==> src/rtl/rng_pkg.sv <==
// Shared types and helpers for the ranged LFSR random source.
// Holds the draw FSM encoding, maximal-length tap masks and the range mask function.
package rng_pkg;

   typedef enum logic [1:0] {
      ST_WARMUP = 2'd0,
      ST_IDLE   = 2'd1,
      ST_DRAW   = 2'd2
   } rng_state_e;

   localparam logic [7:0]  TAPS_8  = 8'hB8;
   localparam logic [15:0] TAPS_16 = 16'hD008;
   localparam logic [31:0] TAPS_32 = 32'h8020_0003;

   // Smallest 2^k-1 covering r-1; r=0 selects the full range.
   function automatic logic [31:0] range_mask(input logic [31:0] r);
      logic [31:0] m;
      if (r == 32'd0) begin
         m = 32'hFFFF_FFFF;
      end else begin
         m = r - 32'd1;
         m = m | (m >> 1);
         m = m | (m >> 2);
         m = m | (m >> 4);
         m = m | (m >> 8);
         m = m | (m >> 16);
      end
      return m;
   endfunction

endpackage

==> src/rtl/lfsr_core.sv <==
// XNOR Fibonacci LFSR with reseed; a seed that would land in the
// all-ones lock-up state is replaced by INITIAL_SEED.
module lfsr_core #(
   parameter int               WIDTH        = 16,
   parameter logic [WIDTH-1:0] TAPS         = 16'hD008,
   parameter logic [WIDTH-1:0] INITIAL_SEED = 16'h1314
) (
   input  logic             i_clk,
   input  logic             i_rst_n,
   input  logic             i_load,
   input  logic [WIDTH-1:0] i_seed,
   output logic [WIDTH-1:0] o_state
);

   logic [WIDTH-1:0] state_r;
   logic [WIDTH-1:0] next_s;
   logic [WIDTH-1:0] seeded_s;
   logic             fb_s;

   // Next state: keyed reseed with lock-up substitution, else one XNOR step
   always_comb begin
      seeded_s = i_seed ^ INITIAL_SEED;
      fb_s     = ~^(state_r & TAPS);
      if (i_load) begin
         if (&seeded_s) begin
            next_s = INITIAL_SEED;
         end else begin
            next_s = seeded_s;
         end
      end else begin
         next_s = {state_r[WIDTH-2:0], fb_s};
      end
   end

   // State register
   always_ff @(posedge i_clk or negedge i_rst_n) begin
      if (!i_rst_n) begin
         state_r <= INITIAL_SEED;
      end else begin
         state_r <= next_s;
      end
   end

   assign o_state = state_r;

endmodule

==> src/rtl/lfsr_ranged_rng.sv <==
// Free-running LFSR with warm-up and a request/valid port returning a
// uniform value in [0, R) by bounded rejection sampling.
module lfsr_ranged_rng
   import rng_pkg::*;
#(
   parameter int               WIDTH        = 16,
   parameter logic [WIDTH-1:0] TAPS         = TAPS_16,
   parameter logic [WIDTH-1:0] INITIAL_SEED = 16'h1314,
   parameter int               WARMUP       = 16,
   parameter int               MAX_TRIES    = 8
) (
   input  logic             i_clk,
   input  logic             i_rst_n,
   input  logic             i_seed_load,
   input  logic [WIDTH-1:0] i_seed,
   input  logic             i_req,
   input  logic [WIDTH-1:0] i_range,
   output logic             o_ready,
   output logic             o_valid,
   output logic [WIDTH-1:0] o_value,
   output logic [WIDTH-1:0] o_raw
);

   localparam int               CNT_W       = $clog2(WARMUP + 1);
   localparam int               TRY_W       = $clog2(MAX_TRIES + 1);
   localparam logic [CNT_W-1:0] WARMUP_LOAD = CNT_W'(WARMUP);
   localparam logic [CNT_W-1:0] CNT_ONE     = CNT_W'(1'b1);
   localparam logic [TRY_W-1:0] TRY_LAST    = TRY_W'(MAX_TRIES - 1);
   localparam logic [TRY_W-1:0] TRY_ONE     = TRY_W'(1'b1);

   rng_state_e       state_r, state_s;
   logic [CNT_W-1:0] cnt_r, cnt_s;
   logic [TRY_W-1:0] tries_r, tries_s;
   logic [WIDTH-1:0] range_r, range_s;
   logic [WIDTH-1:0] mask_r, mask_s;
   logic [WIDTH-1:0] value_r, value_s;
   logic             valid_r, valid_s;
   logic             ready_r, ready_s;
   logic [WIDTH-1:0] raw_s;
   logic [WIDTH-1:0] cand_s;

   lfsr_core #(
      .WIDTH        (WIDTH),
      .TAPS         (TAPS),
      .INITIAL_SEED (INITIAL_SEED)
   ) u_lfsr (
      .i_clk   (i_clk),
      .i_rst_n (i_rst_n),
      .i_load  (i_seed_load),
      .i_seed  (i_seed),
      .o_state (raw_s)
   );

   // Next-state and output decode; a reseed overrides everything and drops any draw
   always_comb begin
      state_s = state_r;
      cnt_s   = cnt_r;
      tries_s = tries_r;
      range_s = range_r;
      mask_s  = mask_r;
      value_s = value_r;
      valid_s = 1'b0;
      ready_s = 1'b0;
      cand_s  = raw_s & mask_r;
      if (i_seed_load) begin
         state_s = ST_WARMUP;
         cnt_s   = WARMUP_LOAD;
      end else begin
         case (state_r)
            ST_WARMUP: begin
               cnt_s = cnt_r - CNT_ONE;
               if (cnt_r <= CNT_ONE) begin
                  state_s = ST_IDLE;
                  ready_s = 1'b1;
               end else begin
                  ready_s = 1'b0;
               end
            end
            ST_IDLE: begin
               if (i_req) begin
                  range_s = i_range;
                  mask_s  = WIDTH'(range_mask(32'(i_range)));
                  tries_s = {TRY_W{1'b0}};
                  state_s = ST_DRAW;
               end else begin
                  ready_s = 1'b1;
               end
            end
            ST_DRAW: begin
               // mask bounds cand below 2R, so the fallback subtract stays in range
               if ((range_r == {WIDTH{1'b0}}) || (cand_s < range_r)) begin
                  value_s = cand_s;
                  valid_s = 1'b1;
                  ready_s = 1'b1;
                  state_s = ST_IDLE;
               end else if (tries_r == TRY_LAST) begin
                  value_s = cand_s - range_r;
                  valid_s = 1'b1;
                  ready_s = 1'b1;
                  state_s = ST_IDLE;
               end else begin
                  tries_s = tries_r + TRY_ONE;
               end
            end
            default: begin
               state_s = ST_WARMUP;
               cnt_s   = WARMUP_LOAD;
            end
         endcase
      end
   end

   // FSM, warm-up counter, draw datapath and registered outputs
   always_ff @(posedge i_clk or negedge i_rst_n) begin
      if (!i_rst_n) begin
         state_r <= ST_WARMUP;
         cnt_r   <= WARMUP_LOAD;
         tries_r <= {TRY_W{1'b0}};
         range_r <= {WIDTH{1'b0}};
         mask_r  <= {WIDTH{1'b0}};
         value_r <= {WIDTH{1'b0}};
         valid_r <= 1'b0;
         ready_r <= 1'b0;
      end else begin
         state_r <= state_s;
         cnt_r   <= cnt_s;
         tries_r <= tries_s;
         range_r <= range_s;
         mask_r  <= mask_s;
         value_r <= value_s;
         valid_r <= valid_s;
         ready_r <= ready_s;
      end
   end

   assign o_ready = ready_r;
   assign o_valid = valid_r;
   assign o_value = value_r;
   assign o_raw   = raw_s;

endmodule

==> config.mk <==
export PLATFORM = sky130hd
export DESIGN_NAME = lfsr_ranged_rng
export DESIGN_NICKNAME = d
export VERILOG_FILES = /design/src/rtl/rng_pkg.sv /design/src/rtl/lfsr_core.sv /design/src/rtl/lfsr_ranged_rng.sv
export SDC_FILE = /design/constraint.sdc
export NUM_CORES = 1
export LEC_CHECK = 0
export ABC_CLOCK_PERIOD_IN_PS = 6800
export BUFFER_PORTS_ARGS = -buffer_cell sky130_fd_sc_hd__buf_2
export CAP_MARGIN = 30
export CORE_MARGIN = 5
export CORE_UTILIZATION = 25
export CTS_BUF_LIST = sky130_fd_sc_hd__clkbuf_8
export DETAILED_ROUTE_END_ITERATION = 8
export PLACE_DENSITY = 0.52
export SYNTH_ARGS = -nofsm -noshare
export SYNTH_HDL_FRONTEND = slang
export SYNTH_SLANG_ARGS = --single-unit
==> constraint.sdc <==
create_clock -name i_clk -period 6.8 [get_ports i_clk]
set_input_delay 0.68 -clock i_clk [delete_from_list [all_inputs] [get_ports i_clk]]
set_output_delay 0.68 -clock i_clk [all_outputs]
set_load 0.01 [all_outputs]
# Word-level counts from Yosys, hierarchy flattened

Index checks and enable logic that the tools add are counted.

Bits in registers: 77
Bits of input ports: 36
Word-level logic and storage cells: 71

$add $sub $neg: 4
$lt $le $gt $ge: 2
Eq/ne operators: 10
Mux-type cells: 25
Bitwise logic cells: 8
Reduce and logical (&&, ||, !) cells: 13

Operator list:

| kind                  | count |
|---|---|
| $mux 16               | 5 |
| $logic_not 16->1      | 2 |
| $or 32x24->32         | 1 |
| $or 32x28->32         | 1 |
| $or 32x30->32         | 1 |
| $or 32x31->32         | 1 |
| $sub 16x1->17 const B | 1 |
| $and 16x16->16        | 1 |
| $lt 16x16->1          | 1 |
| $or 16x16->16         | 1 |
| $reduce_and 16->1     | 1 |
| $reduce_xnor 16->1    | 1 |
| $sub 16x16->16        | 1 |
| $mux 4                | 3 |
| $mux 2                | 5 |
| $pmux 5 s2            | 1 |
| $reduce_and 3->1      | 3 |
| $pmux 4 s2            | 1 |
| $mux 1                | 7 |
| $ne 2x2->1 const B    | 3 |
| $ne 3x3->1 const B    | 2 |
| $pmux 2 s3            | 1 |
| $le 5x1->1 const B    | 1 |
| $mux 5                | 1 |
| 15 further kinds      | 16 |

# Logic depth before layout (Yosys ltp)

Gate-level depths: netlist (run 1).

Word-level depth: 7
Gate-level depth with buffers: 12

# Hierarchy

From an unflattened synthesis (run 1), not the netlist that was laid out.

Cell total of the unflattened synthesis: 536
Area total of the unflattened synthesis: 4775.8 µm²

By module, submodules not included:

| module          | times used | cells an instance | area each (µm²) | sequential area each (µm²) |
|---|---|---|---|---|
| lfsr_ranged_rng | 1          | 467               | 4057.6          | 1527.7 |
| lfsr_core       | 1          | 69                | 718.2           | 406.6 |

# Worst setup path after synthesis (run 1)

No wires, ideal clock.

Kind: input-to-reg
Start point: in i_range[1]
End point: reg mask_r[0]
Data arrival time: 2922 ps
Required time: 6673 ps
Setup slack: 3751 ps
Stages on the path: 10
Buffers on the path: 1
Cell sequence: inv_1 > ha_1 > or4b_1 > clkbuf_1 > or4_2 > xor2_1 > o311a_2 > nand4_2 > nor3b_2 > a21oi_1

Cells in the longest elaborated chain, start to end: 7
Elaborated cells between the ends (all ways): 8
Classes of those cells: add/sub: 1; mux: 1; bitwise: 5; reduce/logical: 1

RTL lines:

| element                | RTL line               | text |
|---|---|---|
| start: declaration     | lfsr_ranged_rng.sv:17  | `input logic [WIDTH-1:0] i_range,` |
| $sub 16x1->17          | rng_pkg.sv:21          | `m = r - 32'd1;` |
| $or 32x31->32          | rng_pkg.sv:22          | `m = m \| (m >> 1);` |
| $or 32x30->32          | rng_pkg.sv:23          | `m = m \| (m >> 2);` |
| $or 32x28->32          | rng_pkg.sv:24          | `m = m \| (m >> 4);` |
| $or 32x24->32          | rng_pkg.sv:25          | `m = m \| (m >> 8);` |
| $or 16x16->16          | rng_pkg.sv:26          | `m = m \| (m >> 16);` |
| $mux 16 (*)            | rng_pkg.sv:18          | `if (r == 32'd0) begin` |
| end signal: assignment | lfsr_ranged_rng.sv:120 | `mask_r <= {WIDTH{1'b0}};` |
| end signal: assignment | lfsr_ranged_rng.sv:129 | `mask_r <= mask_s;` |
| end: declaration       | lfsr_ranged_rng.sv:35  | `logic [WIDTH-1:0] mask_r, mask_s;` |

Every way passes the cells marked *; elsewhere a longest branch is shown, timed or not.
A chain may end at the register's enable or synchronous reset.

# Worst setup path in the final report (run 1)

Start point: reg u_lfsr.state_r[2] (netlist: u_lfsr.o_state[2])
End point: reg state_r[0]

Cells in the longest elaborated chain, start to end: 6
Elaborated cells between the ends (all ways): 8
Classes of those cells: order compare: 1; eq/ne: 1; mux: 3; bitwise: 1; reduce/logical: 2

RTL lines:

| element                  | RTL line               | text |
|---|---|---|
| start: declaration       | lfsr_core.sv:15        | `logic [WIDTH-1:0] state_r;` |
| start signal: assignment | lfsr_core.sv:40        | `state_r <= next_s;` |
| $and 16x16->16 (*)       | lfsr_ranged_rng.sv:64  | `cand_s = raw_s & mask_r;` |
| $lt 16x16->1 (*)         | lfsr_ranged_rng.sv:91  | `if ((range_r == {WIDTH{1'b0}}) \|\| (cand_s < range_r)) begin` |
| $logic_or 1x1->1 (*)     | lfsr_ranged_rng.sv:91  |  |
| $mux 2                   | lfsr_ranged_rng.sv:91  |  |
| $pmux 2 s3               | lfsr_ranged_rng.sv:69  | `case (state_r)` |
| $mux 2                   | lfsr_ranged_rng.sv:65  | `if (i_seed_load) begin` |
| end signal: assignment   | lfsr_ranged_rng.sv:125 | `state_r <= state_s;` |
| end: declaration         | lfsr_ranged_rng.sv:31  | `rng_state_e state_r, state_s;` |

Marks and branches as above.

==> metrics.txt, run 1 <==
fillers=2084; drc violations=0; WL met2=6491 µm; syn avg cell area=8.752 µm²; highest routed layer=met4; Max IR drop VDD=0.1572 mV; first-pass GRT wire length=23230 µm; initial antenna violation count=0; LEAKAGE=2.495 nW; final hold slack=0.2785 ns; Placer Congestion=0.8850; Final nets=681; CP Capture Type=flop; Core Box Area=19330 µm²; Final Cycle Share=0.4925; die area=22430 µm²; Slew headroom=0.5096; Layout area overhead=16.40%; Synth top area share=0.3638; CTS tree=built; post-cts hold buffer count=0; Worst EP required=7.06 ns; CTS H-tree lvls=3; Tot GR Track Use=0.1350; most frequent cell after synthesis=dfrtp_1; WL met3=728 µm; GR Overflow Total=0; Synth Cell Area=4883 µm²; syn nets=622; Vias=4258; clock period minus worst slack=3.349 ns; unique cell type count in the Yosys netlist=68; CTS max path bufs=2; Avg Vias per Cell=4.800; CP Launch Type=flop; status=complete, no violations; IO Pins=70; CTS Sinks=77; Worst Clk Skew=0.01303 ns; CTS Root Cell=clkbuf_8; DR WL/cell=16.52 µm; DP HPWL=11520 µm; RSZ-0062 raised after global routing=false; Clk Latency, worst-skew pair=0.37 ns; Ant. Diodes=0; crit path DAT=3.61 ns; number of max-cap violations=0; synth top area cells=dfrtp_1 36%, ha_1 6.9%, nand2_1 4.5%; #FFs+latches synth=77; Commonest cells post-synth=71 x dfrtp_1, 59 x nand2_1, 49 x nor2_1, 44 x o21ai_0, 39 x inv_1; number of global-route vias before repair=4148; Setup Buffers After CTS=0; port bufs=69; Seq/Total Area, Yosys=0.3961; TritonCTS buffer count=9; Reg area=1934 µm²; async set-reset flop share out of synthesis=1.000; WL final=14660 µm; pin count of the biggest net entering global routing=50; Setup TNS=0 ns; post-cts sizing count=0; Clock transition at path regs=0.08 ns; Die Y=149.8 µm; number of enable flip-flop cells after synthesis=0; worst setup path category=reg2reg; FP Rows=51; Pins Over Slew Limit=0; Worst-Margin Slew=0.7341 ns; Initial Utilization=0.2526; wl on met1=7261 µm; Die Span X=149.8 µm; top_reg_cell synth=dfrtp_1; critical path peak fanout=18; Final Hold Violating Endpoints=0; Post-DRT Antenna Nets=0; first-pass detailed-route iteration total=8; YS warnings=0; multi-input logic area=2694 µm²; initial DRC count=332; layout cells sized above 1=0.1801; cells after synthesis=558; P per Cell Area=392.8 nW/µm²; endpoints failing setup=0; post-synth top area cell=dfrtp_1; Peak Freq=0.2986 GHz; worst hold path type=in2async
[worst max-delay path, cell delays in order, from the launching register on]
cell and delay [ns]:
dfstp_2 0.54, and2_1 0.18, ha_1 0.28, nor2b_1 0.16
o31ai_1 0.49, a21o_1 0.25, nand3_1 0.20, and2_1 0.43
a31oi_1 0.34, mux2_2 0.36
[sequential cells by signal, summed over array words and instances (netlist names)]
name            cells
u_lfsr.o_state     16
range_r            16
cnt_r               5
o_valid             1
o_value            16
mask_r             16
state_r             2
tries_r             4
o_ready             1
[final timing paths]
kind | from | end | slack [ns] | cells after the start
worst max-delay path | u_lfsr.o_state[2]$_DFF_PN1_ | state_r[0]$_DFFE_PN0P_ | 3.45 | 9
worst min-delay path | i_rst_n | o_value[8]$_DFFE_PN0P_ | 0.28 | 1
worst max register to register | u_lfsr.o_state[2]$_DFF_PN1_ | state_r[0]$_DFFE_PN0P_ | 3.45 | 9
worst min register to register | mask_r[12]$_DFFE_PN0P_ | mask_r[12]$_DFFE_PN0P_ | 0.49 | 1
max in group asynchronous | i_rst_n | u_lfsr.o_state[4]$_DFF_PN1_ | 5.89 | 2
min in group i_clk | i_seed[8] | u_lfsr.o_state[8]$_DFF_PN1_ | 0.45 | 2
[per-layer routing]
metal,global-route usage,vias up
met2,0.2041,121
met5,0,-
li1,-,2106
met1,0.1918,2017
met3,0.03755,14
met4,0.03202,0
[cell type report]
type | instances | area share
clock buffer | 10 | 0.02421
tap | 265 | 0.05833
clock inverter | 6 | 0.01013
timing repair buffer | 71 | 0.06736
multi-input combinational | 419 | 0.4739
inverter | 39 | 0.02575
sequential | 77 | 0.3403
[cells by family after synthesis]
| group | synth area share |
|---|---|
| XOR/XNOR | 0.03408 |
| multiplexers | 0.01717 |
| flip-flops | 0.3961 |
| AO/OA/AOI/OAI | 0.1893 |
| buffers and inverters | 0.05278 |
| AND/OR/NAND/NOR | 0.2373 |
| adder cells (fa/ha/maj) | 0.07328 |
[layout by cell type, fill, tap and decap left out, drive strengths merged, types with 7 or more instances in the layout]
| cell type | synthesis | routed |
|---|---|---|
| dfrtp | 71 | 71 |
| buf | 5 | 71 |
| nand2 | 59 | 59 |
| nor2 | 49 | 49 |
| o21ai | 44 | 44 |
| inv | 39 | 43 |
| a21oi | 30 | 30 |
| ha | 27 | 27 |
| nand3 | 20 | 20 |
| nor3 | 16 | 16 |
| and2 | 15 | 15 |
| xor2 | 11 | 11 |
| nand2b | 11 | 11 |
| clkbuf | 18 | 10 |
| a31oi | 9 | 9 |
| xnor2 | 8 | 8 |
| nor2b | 8 | 8 |
| nor4 | 8 | 8 |
| o21a | 7 | 7 |
| o211ai | 7 | 7 |
[report_power, final]
part | internal, mW | switching [mW] | total (mW)
clock network | 0.177 | 0.173 | 0.350
registers | 0.624 | 0.121 | 0.745
logic | 0.453 | 0.684 | 1.14
[metrics by stage]
stage	power (mW)	util	instance area [µm²]	setup WS, ns	std cells
3_5_place_dp	1.878	0.2839	5489	3.356	871
3_3_place_gp	1.880	0.2825	5461	3.420	870
6_report	2.233	0.2940	5684	3.451	887
2_1_floorplan	1.534	-	4883	3.751	558
4_1_cts	2.242	0.2940	5684	3.482	887
5_1_grt	2.419	0.2940	5684	3.232	887
Note: power is estimated with default switching activity, not from simulation.
==> run 2, diff against run 1 <==
--- a/config.mk
+++ b/config.mk
@@ -5,7 +5,8 @@
 export SDC_FILE = /design/constraint.sdc
 export NUM_CORES = 1
 export LEC_CHECK = 0
-export ABC_CLOCK_PERIOD_IN_PS = 6800
+export ABC_AREA = 1
+export ABC_CLOCK_PERIOD_IN_PS = 3200
 export BUFFER_PORTS_ARGS = -buffer_cell sky130_fd_sc_hd__buf_2
 export CAP_MARGIN = 30
 export CORE_MARGIN = 5
==> constraint.sdc (replaced) <==
create_clock -name i_clk -period 3.2 [get_ports i_clk]
set_input_delay 0.32 -clock i_clk [delete_from_list [all_inputs] [get_ports i_clk]]
set_output_delay 0.32 -clock i_clk [all_outputs]
set_load 0.01 [all_outputs]
==> run 2 against run 1 <==
Effect of this change:
- worst setup slack lost 2.7 ns
- critical path depth grew 4
- clock skew shrank 0.0012 ns
- final cell count grew 25%
- utilization is essentially flat
- clock-buffer cell count is the same
- combinational power grew 140%
==> metrics.txt, run 2 <==
Setup TNS=0 ns; IO Pins=70; Die Span X=155.3 µm; WL met2=7165 µm; GR Overflow Total=0; status=complete, no violations; Internal Power=2.690 mW; Commonest cells post-synth=254 x nand2_1, 95 x inv_1, 76 x nor2_1, 71 x dfrtp_1, 47 x o21ai_0; #FFs+latches synth=77; wl on met1=7766 µm; Clk Latency, worst-skew pair=0.38 ns; first-pass detailed-route iteration total=5; Clock power frac=0.166; number of max-cap violations=0; number of global-route vias before repair=4809; Tot GR Track Use=0.1318; P per Cell Area=826.4 nW/µm²; Post-DRT Antenna Nets=0; CP Launch Type=flop; Clock transition at path regs=0.08 ns; Worst Clk Skew=0.01179 ns; number of enable flip-flop cells after synthesis=0; DR WL/cell=14.15 µm; logic gate share of total power=0.533; FP Rows=53; Pins Over Slew Limit=0; WL final=15660 µm; post-synth top area cell=dfrtp_1; slowest stage delay, CP=0.42 ns; Worst-Margin Slew=0.5890 ns; Net Sw Frac=0.4703; Final nets=891; Reg area=1934 µm²; layout cells sized above 1=0.1635; unique cell type count in the Yosys netlist=42; highest routed layer=met4; pin count of the biggest net entering global routing=49; critical-path cell list=nand2_1 > ha_1 > fa_1 > o21ai_2 > nand2_2 > nand2_2 > nand2_2 > nand2_4 > nand3_4 > nand3_4 > inv_2 > nand2_1 > nand2_1; Peak Freq=0.4033 GHz; Final Hold Violating Endpoints=0; CTS H-tree lvls=3; initial DRC count=366; CTS Root Cell=clkbuf_8; die area=24130 µm²; clock period minus worst slack=2.480 ns; worst setup path category=reg2reg; Sequential Power Share=0.301; endpoints failing setup=0; syn avg cell area=6.966 µm²; port bufs=69; CP Capture Type=flop; slowest CP cell=fa_1; most common cell after layout, fill and taps aside=nand2_1; synth top area cells=dfrtp_1 34%, nand2_1 18%, inv_1 6.8%; sw power=2.389 mW; Synth top area share=0.3365; Final Cycle Share=0.7749; Vias=4861; initial antenna violation count=0; async set-reset flop share out of synthesis=1.000; crit path DAT=2.75 ns; Avg Vias per Cell=4.391; most frequent cell after synthesis=nand2_1; TritonCTS buffer count=9; Ant. Diodes=0; first-pass GRT wire length=25210 µm; top_reg_cell synth=dfrtp_1; Initial Utilization=0.2528; Core Box Area=20890 µm²; Placer Congestion=0.9380; Worst EP required=3.47 ns; commonest non-fill, non-tap cells in the layout=254 x nand2_1, 95 x inv_1, 76 x nor2_1, 71 x dfrtp_1, 68 x buf_2; syn nets=822; multi-input logic area=2875 µm²; WL met3=527 µm; Synth Cell Area=5280 µm²; LEAKAGE=3.186 nW; drc violations=0; Final Core Density=0.2942; CTS tree=built; YS warnings=0; DP HPWL=12660 µm; critical path peak fanout=24; CTS max path bufs=2; Max IR drop VDD=0.2967 mV; cells after synthesis=758; fillers=2328; worst hold path type=in2reg; Seq/Total Area, Yosys=0.3664; CTS Sinks=77; Die Y=155.3 µm; Slew headroom=0.6037; Layout area overhead=16.40%; RSZ-0062 raised after global routing=false
## run 2: cell types whose count changed after synthesis, moves of 9 or more
cell      delta
inv_1       +56
clkbuf_1    -10
and2_1      -13
nor3_1       -9
nand3_1     +17
nand2b_1    -11
nand2_2     +12
nand2_1    +195
a21oi_1      -9
nor2_1      +27
## run 2: worst paths after layout
check | from | to | slack [ns] | depth (start not counted)
hold reg to reg | o_value[14]$_DFFE_PN0P_ | o_value[14]$_DFFE_PN0P_ | 0.48 | 2
hold / removal | i_seed[4] | u_lfsr.o_state[4]$_DFF_PN1_ | 0.11 | 2
setup reg to reg | u_lfsr.o_state[0]$_DFF_PN0_ | o_value[14]$_DFFE_PN0P_ | 0.72 | 13
setup / recovery | u_lfsr.o_state[0]$_DFF_PN0_ | o_value[14]$_DFFE_PN0P_ | 0.72 | 13
min in group asynchronous | i_rst_n | cnt_r[0]$_DFFE_PN0P_ | 0.45 | 2
max in group asynchronous | i_rst_n | cnt_r[4]$_DFFE_PN1P_ | 2.12 | 3
## run 2: worst max-delay path: cells and delay by family (launching register included)
kind	cells	cell delay, ns
and+or+nand+nor	9	0.96
adders and majority gates	2	0.63
DFF	1	0.38
AOI/OAI and AO/OA	1	0.23
buffers and inverters	1	0.16
## run 2: cells by family (layout without fill, tap and decap cells)
kind of cell | Yosys count | after routing | share of synthesized area
XOR/XNOR | 12 | 12 | 0.01991
AND/OR/NAND/NOR | 431 | 431 | 0.3554
adder cells (fa/ha/maj) | 28 | 28 | 0.06777
flip-flops | 77 | 77 | 0.3663
AO/OA/AOI/OAI | 95 | 95 | 0.1005
buffers and inverters | 115 | 189 | 0.09005
## run 2: per-layer routing
metal  track usage  up-vias
met4       0.03543        0
met3       0.02643       16
met5             0        -
li1              -     2547
met2        0.2111       78
met1        0.1816     2220
## run 2: cell type report
| type | instances | area share |
|---|---|---|
| clock buffer | 10 | 0.02239 |
| clock inverter | 6 | 0.01405 |
| inverter | 100 | 0.06107 |
| multi-input combinational | 566 | 0.4678 |
| sequential | 77 | 0.3147 |
| tap | 275 | 0.05599 |
| timing repair buffer | 73 | 0.06393 |
## run 2: timing repair
item / CTS / global route
endpoints found under the setup margin: 0 / 0
resized for setup: 0 / 0
hold buffers: 1 / 0
setup buffers: 0 / 0
hold endpoints to repair: 33 / 0
## run 2: through the flow
step                      cell area, µm²  hold slack (ns)  std cells  setup WS (ns)  power, mW
after floorplan                     5280          0.02441        758          1.077      3.469
after global placement              5892           0.4648       1089         0.7850      4.237
after detailed placement            5912           0.3316       1090         0.7236      4.229
after CTS                           6146          0.08778       1107         0.7031      5.100
after global routing                6146          0.09155       1107         0.4953      5.527
final                               6146           0.1081       1107         0.7202      5.079
## run 2: power groups by stage
stage	clock, mW	sequential, mW	combinational [mW]
2_1_floorplan	0	1.54	1.93
5_1_grt	0.910	1.57	3.05
3_5_place_dp	0	1.55	2.68
3_3_place_gp	0	1.55	2.69
4_1_cts	0.873	1.53	2.69
6_report	0.844	1.53	2.71
